`config.mk`:
```
export PLATFORM = sky130hd
export DESIGN_NAME = fifo_sync_prog
export DESIGN_NICKNAME = d
export VERILOG_FILES = /design/src/rtl/fifo_pkg.sv /design/src/rtl/fifo_ptr_wrap.sv /design/src/rtl/fifo_sync_prog.sv
export SDC_FILE = /design/constraint.sdc
export NUM_CORES = 1
export LEC_CHECK = 0
export ABC_AREA = 1
export CAP_MARGIN = 30
export CORE_MARGIN = 4
export CORE_UTILIZATION = 56
export CTS_CLUSTER_DIAMETER = 80
export DETAILED_ROUTE_END_ITERATION = 12
export PLACE_DENSITY = 0.78
export SLEW_MARGIN = 10
export SYNTH_ARGS = -nofsm -noshare
export SYNTH_HDL_FRONTEND = slang
export SYNTH_SLANG_ARGS = --single-unit
export TNS_END_PERCENT = 1
```
`constraint.sdc`:
```
create_clock -name clk -period 1.97 [get_ports clk]
set_input_delay 0.394 -clock clk [delete_from_list [all_inputs] [get_ports clk]]
set_output_delay 0.394 -clock clk [all_outputs]
set_load 0.005 [all_outputs]
```
`src/rtl/fifo_pkg.sv`:
```
// Shared definitions for the synchronous FIFO family.
//   clog2      : ceiling log2, used to size pointers and the level counter
//   FIFO_STD   : registered read, one cycle of latency after rd_en
//   FIFO_FWFT  : first-word-fall-through, head word visible without a read
package fifo_pkg;

    localparam int FIFO_STD  = 0;
    localparam int FIFO_FWFT = 1;

    function automatic int clog2(input int n);
        int r;
        int v;
        r = 0;
        v = 1;
        while (v < n) begin
            v = v * 2;
            r = r + 1;
        end
        return r;
    endfunction

endpackage

```
`src/rtl/fifo_ptr_wrap.sv`:
```
// Circular pointer register for a FIFO of arbitrary depth.
//   clk, rst : clock, asynchronous active-low reset
//   clr      : synchronous clear to entry 0 (takes priority over inc)
//   inc      : advance by one entry
//   ptr      : current pointer, always in 0..DEPTH-1
module fifo_ptr_wrap
    import fifo_pkg::*;
#(
    parameter int DEPTH = 8,
    parameter int PW    = clog2(DEPTH)
) (
    input  logic          clk,
    input  logic          rst,
    input  logic          clr,
    input  logic          inc,
    output logic [PW-1:0] ptr
);

    logic [PW-1:0] ptr_q;
    logic [PW-1:0] ptr_d;

    // Wrap is an explicit compare so non-power-of-two depths never index
    // past the last entry.
    always_comb begin
        ptr_d = ptr_q;
        if (clr) begin
            ptr_d = '0;
        end else if (inc) begin
            ptr_d = (ptr_q == PW'(DEPTH - 1)) ? '0 : ptr_q + PW'(1);
        end
    end

    always_ff @(posedge clk or negedge rst) begin
        if (!rst) begin
            ptr_q <= '0;
        end else begin
            ptr_q <= ptr_d;
        end
    end

    assign ptr = ptr_q;

endmodule

```
`src/rtl/fifo_sync_prog.sv`:
```
// Single-clock FIFO with arbitrary depth, standard or FWFT read mode,
// programmable almost flags, synchronous flush and sticky error flags.
//   clk, rst        : clock, asynchronous active-low reset
//   flush           : clear contents on the next edge, overrides wr/rd
//   wr_en, data_in  : write request and data
//   rd_en           : read request (pop in FWFT mode)
//   data_out        : read data
//   rd_valid        : data_out carries a freshly read word (FWFT: head valid)
//   full, empty     : level == DEPTH, level == 0
//   almost_full     : level >= AF_LEVEL
//   almost_empty    : level <= AE_LEVEL
//   level           : current occupancy
//   overflow        : sticky, write attempted while full
//   underflow       : sticky, read attempted while empty
//   clr_err         : clear overflow/underflow (a same-cycle event wins)
module fifo_sync_prog
    import fifo_pkg::*;
#(
    parameter int WIDTH    = 8,
    parameter int DEPTH    = 8,
    parameter int AF_LEVEL = DEPTH - 2,
    parameter int AE_LEVEL = 2,
    parameter int FWFT     = 0
) (
    input  logic                        clk,
    input  logic                        rst,
    input  logic                        flush,
    input  logic                        wr_en,
    input  logic [WIDTH-1:0]            data_in,
    input  logic                        rd_en,
    output logic [WIDTH-1:0]            data_out,
    output logic                        rd_valid,
    output logic                        full,
    output logic                        empty,
    output logic                        almost_full,
    output logic                        almost_empty,
    output logic [clog2(DEPTH+1)-1:0]   level,
    output logic                        overflow,
    output logic                        underflow,
    input  logic                        clr_err
);

    localparam int PW = clog2(DEPTH);
    localparam int LW = clog2(DEPTH + 1);

    if (DEPTH < 2) begin : g_bad_depth
        $fatal(1, "fifo_sync_prog: DEPTH must be at least 2");
    end
    if (AF_LEVEL > DEPTH) begin : g_bad_af
        $fatal(1, "fifo_sync_prog: AF_LEVEL must not exceed DEPTH");
    end
    if (AE_LEVEL > DEPTH) begin : g_bad_ae
        $fatal(1, "fifo_sync_prog: AE_LEVEL must not exceed DEPTH");
    end

    logic [WIDTH-1:0] mem_q [DEPTH];
    logic [PW-1:0]    rd_ptr;
    logic [PW-1:0]    wr_ptr;
    logic [LW-1:0]    level_q,    level_d;
    logic [WIDTH-1:0] dout_q,     dout_d;
    logic             rdv_q,      rdv_d;
    logic             ovf_q,      ovf_d;
    logic             unf_q,      unf_d;
    logic             wr_acc;
    logic             rd_acc;

    // Flags come from the registered level only, so accept decisions use
    // start-of-cycle state: a same-cycle read never frees room for a write
    // into a full FIFO, and a same-cycle write never feeds a read from empty.
    assign full         = (level_q == LW'(DEPTH));
    assign empty        = (level_q == '0);
    assign almost_full  = (level_q >= LW'(AF_LEVEL));
    assign almost_empty = (level_q <= LW'(AE_LEVEL));

    assign wr_acc = wr_en & ~full  & ~flush;
    assign rd_acc = rd_en & ~empty & ~flush;

    fifo_ptr_wrap #(.DEPTH(DEPTH), .PW(PW)) u_rd_ptr (
        .clk (clk),
        .rst (rst),
        .clr (flush),
        .inc (rd_acc),
        .ptr (rd_ptr)
    );

    fifo_ptr_wrap #(.DEPTH(DEPTH), .PW(PW)) u_wr_ptr (
        .clk (clk),
        .rst (rst),
        .clr (flush),
        .inc (wr_acc),
        .ptr (wr_ptr)
    );

    always_comb begin
        level_d = level_q;
        dout_d  = dout_q;
        rdv_d   = 1'b0;
        ovf_d   = (ovf_q & ~clr_err) | (wr_en & full  & ~flush);
        unf_d   = (unf_q & ~clr_err) | (rd_en & empty & ~flush);
        if (flush) begin
            level_d = '0;
        end else begin
            case ({wr_acc, rd_acc})
                2'b10:   level_d = level_q + LW'(1);
                2'b01:   level_d = level_q - LW'(1);
                default: level_d = level_q;
            endcase
        end
        if (FWFT == FIFO_STD && rd_acc) begin
            dout_d = mem_q[rd_ptr];
            rdv_d  = 1'b1;
        end
    end

    always_ff @(posedge clk or negedge rst) begin
        if (!rst) begin
            level_q <= '0;
            dout_q  <= '0;
            rdv_q   <= 1'b0;
            ovf_q   <= 1'b0;
            unf_q   <= 1'b0;
        end else begin
            level_q <= level_d;
            dout_q  <= dout_d;
            rdv_q   <= rdv_d;
            ovf_q   <= ovf_d;
            unf_q   <= unf_d;
        end
    end

    // Storage is deliberately left unreset; the pointers define what is valid.
    always_ff @(posedge clk) begin
        if (wr_acc) begin
            mem_q[wr_ptr] <= data_in;
        end
    end

    assign data_out  = (FWFT == FIFO_FWFT) ? mem_q[rd_ptr] : dout_q;
    assign rd_valid  = (FWFT == FIFO_FWFT) ? ~empty : rdv_q;
    assign level     = level_q;
    assign overflow  = ovf_q;
    assign underflow = unf_q;

endmodule

```
==> metrics.txt, run 1 <==
max-capacitance violation count 0; initial core utilization between 50% and 60%; Non-Filler Instances around 460; grt met2 use between 30% and 40%; Reg clk slew, reported paths 0.09 ns; Clock Skews 0.0123 ns; Mapped Avg Cell Area between 10 and 15 sq um; GPL Wtd Cong between 0.7 and 0.8; Avg WL per Cell 16.5 um; Final Hold Viols 0; Die Y between 80 and 90 um; Min-Delay Path Class primary input to asynchronous set/reset pin; diode count 0; setup TNS 0 ns; Post-Route Utilization around 74%; Peak VDD IR ~850 uV; global routing usage on met3 a little under 4%; Post-Syn Instances about 310; Placed Cells 440; Post-synth EDFFs 64; Longest Clk Path Bufs 2; Worst R2R Start level[1]; fin crit period approximately 2 ns; Max Slew Vio Count 0; Slew headroom 64.1%; drt total wl between 7000 and 8000 um; initial antenna violation count 0; startpoint class of the critical path register; PortBufs 32; DR vias 2,567; htree depth 3; CTS tree yes; net count after synthesis around 330; Tightest Pin Transition about 0.54 ns; I/O Pins 33; core region area between 6000 and 7000 sq um; TritonRoute pass-1 iters 5; share of layout cells above drive strength 1 19.3%; die width between 80 and 90 um; total track usage between 20% and 30%; power density over cell area between 1000 and 1500 nW/um^2; Final Cycle Share 98.6%; Crit path arrival time 1.55 ns; DR vias/cell 5.54; fillers 423; post-synthesis sequential element count 85; largest net degree at the start of global routing 35; run status finished clean; crit path kind register to output pin; Setup-failing EPs final 0; antenna-violating nets left 0; Yosys cell types 23; R2R Setup Slk 0.08 ns; final worst-path setup slack between 0.02 and 0.03 ns; grt met1 use 26.2%; Clk Latency, worst-skew pair about 0.35 ns; area grow syn2layout 25.8%; CTS root buf clkbuf_8; CP endpoint kind output pin; detailed placement HPWL 5050 um; leakage 1.78 nW; mapped cell area 3530 sq um; RSZ-0062 raised after global routing true; grt ovf 0; standard-cell rows 28; Synthesis Warnings 0; Reg-to-Reg End level[3]; DP Worst Slack -0.256 ns; gr busiest metal met2; TritonCTS buffer count 9; Worst Hold Slack roughly 0.39 ns; fmax 515 MHz; clock sink total 85; CTS Hold Bufs 0; drc violations 0; sequential area share after synthesis ~69%; Async SR Flop Fraction 24.7%; DR iter-0 viols just under 200; die area about 7600 sq um; Data required, critical path 1.58 ns; vias in the first global route 2,585; cell depth of the worst flop-to-flop path 13; fin nets 403; critical-path maximum fanout 5; ys flop type edfxtp_1; first-pass GRT wire length 12,000 um
==> final cells by class <==
type | count | area, sq um | area share [%]
clock buffers | 11 | 131 | 2.96
clock inverters | 5 | 83.8 | 1.89
inverters | 26 | 97.6 | 2.20
multi-input cells | 189 | 963 | 21.7
flip-flops and latches | 85 | 2450 | 55.1
well taps | 75 | 93.8 | 2.11
repair buffers | 72 | 624 | 14.0
==> how the worst max path moves through the flow <==
stage | startpoint | end | slack, ns | cells after the start
3_5_place_dp | wr_en | level[3] | -0.26 | 13
2_1_floorplan | level[1] | level[3] | 0.27 | 12
4_1_cts | level[0] | almost_empty | 0.008 | 5
6_report | level[2] | almost_empty | 0.03 | 4
3_3_place_gp | wr_en | level[3] | -0.17 | 13
5_1_grt | level[2] | almost_empty | -0.05 | 4
==> per-stage QoR <==
step / cell area [sq um] / power (mW)
global placement: 4160 / 3.83
finish: 4450 / 5.30
floorplan: 3530 / 3.12
global route: 4450 / 5.61
CTS: 4410 / 5.28
detailed placement: 4160 / 3.89
==> cells in the mapped netlist, types with 2 or more instances <==
cell | instances | area, sq um
clkbuf_1 | 6 | 22.5
nand2_2 | 4 | 25.0
nor2_1 | 53 | 199
ha_1 | 6 | 75.1
inv_1 | 21 | 78.8
o22ai_1 | 18 | 113
nand3_1 | 5 | 25.0
nand2_4 | 2 | 22.5
inv_2 | 4 | 15.0
edfxtp_1 | 64 | 1920
o21ai_1 | 6 | 30.0
dfrtp_1 | 21 | 526
o21ai_0 | 52 | 260
nand2_1 | 36 | 135
buf_2 | 2 | 10.0
nor2_2 | 2 | 12.5
==> critical path: stages (launching register included) <==
cell and delay (ns):
dfrtp_2 0.46, nor2_4 0.15, nand2_1 0.06, inv_1 0.04, clkdlybuf4s50_1 0.48
==> kinds of logic after synthesis <==
logic type | synth area share (%)
simple gates | 12.4
flops | 69.3
compound gates | 12.1
buf+inv | 3.90
fa+ha+maj | 2.12
xor+xnor | 0.248
==> flip-flops by register name, summed over array words and instances (netlist names) <==
signal,flops
data_out,8
overflow,1
rd_valid,1
underflow,1
level,4
u_rd_ptr.ptr,3
mem_q,64
u_wr_ptr.ptr,3
==> metal layers <==
metal,part of all wire [%],vias to the layer above
li1,-,1224
met1,40,1218
met2,50,100
met3,7.2,25
met4,3.3,0
met5,0,-
==> repair_timing <==
action,4_1_cts,5_1_grt
endpoints found under the setup margin,4,2
pin swaps,3,0
gates resized for setup,11,1
buffers inserted,3,4
==> cells in the final DEF, fill, tap and decap left out <==
| master | instances |
|---|---|
| nand3b_1 | 1 |
| dlygate4sd2_1 | 2 |
| nor2_1 | 52 |
| inv_2 | 5 |
| edfxtp_1 | 64 |
| nor2_2 | 1 |
| o22ai_1 | 18 |
| nor2_4 | 2 |
| dfrtp_1 | 18 |
| clkinv_1 | 1 |
| nand2_4 | 2 |
| a21oi_4 | 1 |
| dfrtp_2 | 3 |
| nand2_1 | 35 |
| nand3_1 | 5 |
| inv_6 | 1 |
| clkbuf_8 | 9 |
| nand3_2 | 1 |
| buf_4 | 39 |
| clkinvlp_4 | 2 |
| o21ai_1 | 6 |
| dlymetal6s2s_1 | 1 |
| buf_6 | 1 |
| xor2_1 | 1 |
| clkbuf_1 | 2 |
| nand2_2 | 5 |
| o21ai_2 | 1 |
| inv_1 | 20 |
| clkdlybuf4s50_1 | 29 |
| bufinv_16 | 2 |
| o21ai_0 | 52 |
| ha_1 | 6 |
==> power breakdown <==
| part | leakage, nW | switching [mW] | internal (mW) |
|---|---|---|---|
| Clock | 0.100 | 0.605 | 0.719 |
| Combinational | 0.832 | 0.929 | 0.795 |
| Sequential | 0.848 | 0.134 | 2.12 |
| Total | 1.78 | 1.67 | 3.63 |
(Power assumes the default switching activity.)
==> run 2: changes to the inputs <==
--- a/config.mk
+++ b/config.mk
@@ -9,7 +9,9 @@
 export CAP_MARGIN = 30
+export CELL_PAD_IN_SITES_DETAIL_PLACEMENT = 0
+export CELL_PAD_IN_SITES_GLOBAL_PLACEMENT = 2
 export CORE_MARGIN = 4
-export CORE_UTILIZATION = 56
+export CORE_UTILIZATION = 38
 export CTS_CLUSTER_DIAMETER = 80
 export DETAILED_ROUTE_END_ITERATION = 12
-export PLACE_DENSITY = 0.78
+export PLACE_DENSITY_LB_ADDON = 0.1
 export SLEW_MARGIN = 10
--- a/constraint.sdc
+++ b/constraint.sdc
@@ -3,2 +3,2 @@
 set_output_delay 0.394 -clock clk [all_outputs]
-set_load 0.005 [all_outputs]
+set_load 0.02 [all_outputs]
==> metrics.txt, run 2 (synthesized netlist as in run 1, its figures left out) <==
run status finished clean (unchanged); total track usage 14.7% (was 21.6%); Die Y 104 um (was 87.4 um); fmax 527 MHz (was 515 MHz); Min-Delay Path Class primary input to asynchronous set/reset pin (unchanged); initial antenna violation count 0 (unchanged); Worst R2R Start level[3] (was level[1]); setup TNS 0 ns (unchanged); I/O Pins 33 (unchanged); Tightest Pin Transition 0.549 ns (was 0.539 ns); post-route cell area 4340 sq um (was 4450 sq um); crit path kind register to output pin (unchanged); critical-path maximum fanout 3 (was 5); Post-Route Utilization 48.8% (was 73.8%); DR vias/cell 4.81 (was 5.54); clock sink total 85 (unchanged); GPL Wtd Cong 0.768 (was 0.781); die area 10,900 sq um (was 7640 sq um); CTS tree yes (unchanged); CTS Hold Bufs 0 (unchanged); Peak VDD IR 449 uV (was 850 uV); DR iter-0 viols 97 (was 196); area grow syn2layout 22.9% (was 25.8%); Crit path arrival time 1.50 ns (was 1.55 ns); post-CTS setup buffers 0 (was 3); CP endpoint kind output pin (unchanged); RSZ-0062 raised after global routing false (was true); Clock Skews 0.00875 ns (was 0.0123 ns); Final Hold Viols 0 (unchanged); max reg flops 64 (unchanged); power density over cell area 1200 nW/um^2 (was 1190 nW/um^2); startpoint class of the critical path register (unchanged); Reg clk slew, reported paths 0.09 ns (about the same); Power, Total 5.20 mW (was 5.30 mW); DR vias 2,328 (was 2,567); Avg WL per Cell 15.8 um (was 16.5 um); standard-cell rows 34 (was 28); Setup-failing EPs final 0 (unchanged); Placed Cells 468 (was 440); fin crit period 1.90 ns (was 1.94 ns); largest net degree at the start of global routing 35 (unchanged); Non-Filler Instances 484 (was 463); CTS root buf clkbuf_8 (unchanged); cell depth of the worst flop-to-flop path 13 (unchanged); grt ovf 0 (unchanged); Final Cycle Share 96.4% (was 98.6%); vias in the first global route 2,324 (was 2,585); Max Slew Vio Count 0 (unchanged); TritonRoute pass-1 iters 4 (was 5); Reg-to-Reg End level[3] (unchanged); core region area 8890 sq um (was 6030 sq um); detailed placement HPWL 5360 um (was 5050 um); PortBufs 32 (unchanged); R2R Setup Slk 0.23 ns (was 0.08 ns); die width 104 um (was 87.4 um); initial core utilization 39.7% (was 58.6%); antenna-violating nets left 0 (unchanged); most common cell after layout, fill and taps aside edfxtp_1 (unchanged); share of layout cells above drive strength 1 15.4% (was 19.3%); max-capacitance violation count 0 (unchanged); multi-input combinational cell area 958 sq um (was 963 sq um); fillers 838 (was 423); Data required, critical path 1.58 ns (about the same); drc violations 0 (unchanged); Longest Clk Path Bufs 2 (unchanged); Reg with most FFs mem_q (unchanged); Slew headroom 63.3% (was 64.1%); Reg area 2450 sq um (about the same); dpl cell area 4160 sq um (about the same); Clk Latency, worst-skew pair 0.35 ns (about the same); first-pass GRT wire length 12,200 um (was 12,000 um); leakage 1.70 nW (was 1.78 nW); drt total wl 7660 um (was 7630 um); htree depth 3 (unchanged); commonest cells after routing, fill and taps aside edfxtp_1 (64), nor2_1 (53), o21ai_0 (52), nand2_1 (36), buf_4 (28) (was edfxtp_1 (64), nor2_1 (52), o21ai_0 (52), buf_4 (39), nand2_1 (35)); fin nets 391 (was 403); diode count 0 (unchanged); TritonCTS buffer count 9 (unchanged)
## run 2: layout make-up
| cell class | count | share of cell area (%) |
|---|---|---|
| tap | 108 | 3.11 |
| inverter | 26 | 2.25 |
| clock buffer | 9 | 2.85 |
| sequential | 85 | 56.4 |
| multi-input combinational | 189 | 22.1 |
| clock inverter | 7 | 1.10 |
| timing repair buffer | 60 | 12.2 |
## run 2: routing by layer
metal | track usage, % | wire length, um | part of all wire, %
met3 | 2.86 | 260 | 3.4
met2 | 21.5 | 3370 | 44
met5 | 0 | 0 | 0
met1 | 21.4 | 3930 | 51
met4 | 5.70 | 96 | 1.3
## run 2: what timing repair did
| action | in CTS | in global routing |
|---|---|---|
| endpoints found under the setup margin | 4 | 3 |
| gates cloned | 0 | 0 |
| gates resized for setup | 7 | 3 |
## run 2: critical path, stage by stage (launching register included)
cell and delay, ns:
dfrtp_1 0.42, buf_4 0.14, clkdlybuf4s50_1 0.60
## run 2: metrics by stage
stage | setup WS (ns) | hold WS (ns)
floorplan | 0.187 | 0.0984
CTS | 0.0346 | 0.377
global route | 0.00698 | 0.410
finish | 0.0719 | 0.382
global placement | -0.199 | 0.466
detailed placement | -0.226 | 0.481
## run 2: worst max path at each step
stage	startpoint	to
2_1_floorplan	level[1]	level[3]
3_3_place_gp	wr_en	level[3]
3_5_place_dp	wr_en	level[3]
4_1_cts	level[3]	full
5_1_grt	level[3]	full
6_report	level[3]	level[3]
## run 2: where the power goes
part           leakage [nW]  internal, mW  switching, mW  total, mW
Sequential            0.851          2.12          0.115       2.23
Combinational         0.764         0.735           1.14       1.87
Clock                0.0895         0.463          0.636       1.10
==> RTL edit: new RTL, settings of run 1 <==
`WIDTH`: 8 -> 12.
--- a/src/rtl/fifo_sync_prog.sv
+++ b/src/rtl/fifo_sync_prog.sv
@@ -18,3 +18,3 @@
 #(
-    parameter int WIDTH    = 8,
+    parameter int WIDTH    = 12,
     parameter int DEPTH    = 8,
Ports: changed (resized data_in and data_out); port bits go from 33 to 41. The function was not compared with the original's and may differ.
==> RTL edit against run 1 <==
Sequential cell count increased by 36; power increased by 63%; wire length grew 50%; combinational power is 27% higher; highest routed layer unchanged; synthesized area up 40%; design area up 43%; setup slack gained 48 ps; via count rose by 36%; largest power group is now the clock network; critical path type unchanged.
==> RTL edit: results (changes against run 1) <==
Clocking:
- The clock insertion delay at the later pin of the skew report is 520 ps (was 350 ps).
- The total clock buffers created by CTS is 17 (was 9).

STA:
- The final clock skew is 8.83 ps (was 12.3 ps).
- The hold slack was 256 ps (was 390 ps).
- The pin slew with the least headroom to its limit is 522 ps (was 539 ps).

Cells and area:
- The multi-input combinational cell count is 233 (was 189).
- The non-clock buffer contribution to total cell area is 11.5% (was 14.0%).
- The share of final layout cell area taken by clock buffers and inverters is 10.0% (was 4.84%).
- The filler cell count in the final layout is 503 (was 423).
- The area of the multi-input gates is 1240 um2 (was 963 um2).
- The number of flip-flops under the largest register name was 96 (was 64).

Yosys:
- The portion of netlist area occupied by mux cells is 2.43% (was 0%).
- The adder and majority cell fraction of the synthesized area is 1.52% (was 2.12%).
- The async set or reset register ratio after synthesis came to 20.7% (was 24.7%).
- The average cell area after synthesis was 12.4 um2 (was 11.4 um2).
- The number of instances in the synthesized netlist is 398 (was 309).
- The count of flip-flops with a built-in enable after synthesis was 96 (was 64).

Global route:
- The number of global-route vias before repair is 3601 (was 2585).
- The pin count of the biggest net entering global routing is 51 (was 35).
- The total routing resource utilization after global routing was 24.1% (was 21.6%).

Route:
- The wire length per cell was 19.2 um (was 16.5 um).
- The number of vias per cell after detailed routing is 5.85 (was 5.54).

Setup path:
- The register-to-register setup slack came to 100 ps (was 80 ps).
- The count of cells along the worst register-to-register path came to 14 (was 13).
- The startpoint of the worst-slack reg-to-reg timing path is level[3]$_DFFE_PN0P_ (was level[1]$_DFFE_PN0P_).

Run status:
- Status: complete, no violations (unchanged).

Placed design:
- The routability-driven placement congestion ratio is 0.818 (was 0.781).
- The worst setup slack before clock tree synthesis was -229 ps (was -256 ps).

Power:
- The maximum vdd ir drop is 852 uV (was 850 uV).
- The static leakage came to 2.46 nW (was 1.78 nW).
## RTL edit: cells by family (layout without fill, tap and decap cells)
logic type               count (synthesis)  after routing
AND/OR/NAND/NOR                        129            129
multiplexers                            12             12
flip-flops                             121            121
buffers and inverters                   44            137
adder cells (fa/ha/maj)                  6              6
AO/OA/AOI/OAI                           85             85
XOR/XNOR                                 1              1
## RTL edit: routing by layer
metal	vias up	wire, um	global-route usage, %
li1	1584	-	-
met1	1692	4250	29.3
met2	182	5950	41.2
met3	28	922	5.87
met4	0	310	10.7
met5	-	0	0
## RTL edit: how the worst max path moves through the flow
stage / start / endpoint / slack (ps) / cells after the start
2_1_floorplan: level[3]$_DFFE_PN0P_ / mem_q[0][0]$_DFFE_PP_ / 120 / 7
3_3_place_gp: wr_en / level[3]$_DFFE_PN0P_ / -140 / 13
3_5_place_dp: wr_en / level[3]$_DFFE_PN0P_ / -230 / 13
4_1_cts: level[3]$_DFFE_PN0P_ / level[3] / 6 / 2
5_1_grt: level[0]$_DFFE_PN0P_ / level[2]$_DFFE_PN0P_ / -20 / 14
6_report: level[2]$_DFFE_PN0P_ / empty / 80 / 4
## RTL edit: worst max-delay path, stage by stage, from the launching register on
cell and delay, ps:
sky130_fd_sc_hd__dfrtp_2 450, sky130_fd_sc_hd__nor2_4 160, sky130_fd_sc_hd__nand2_2 90, sky130_fd_sc_hd__inv_1 50, sky130_fd_sc_hd__dlygate4sd2_1 230
## RTL edit: repair_timing
action | in CTS | in global routing
resized for setup | 15 | 2
setup endpoints to repair | 4 | 3
pin swaps | 2 | 0
buffers inserted | 5 | 0
## RTL edit: power by group
part	internal (mW)	total, mW	switching (mW)
Clock	2.18	3.29	1.10
Combinational	1.01	2.19	1.17
Sequential	3.01	3.18	0.165
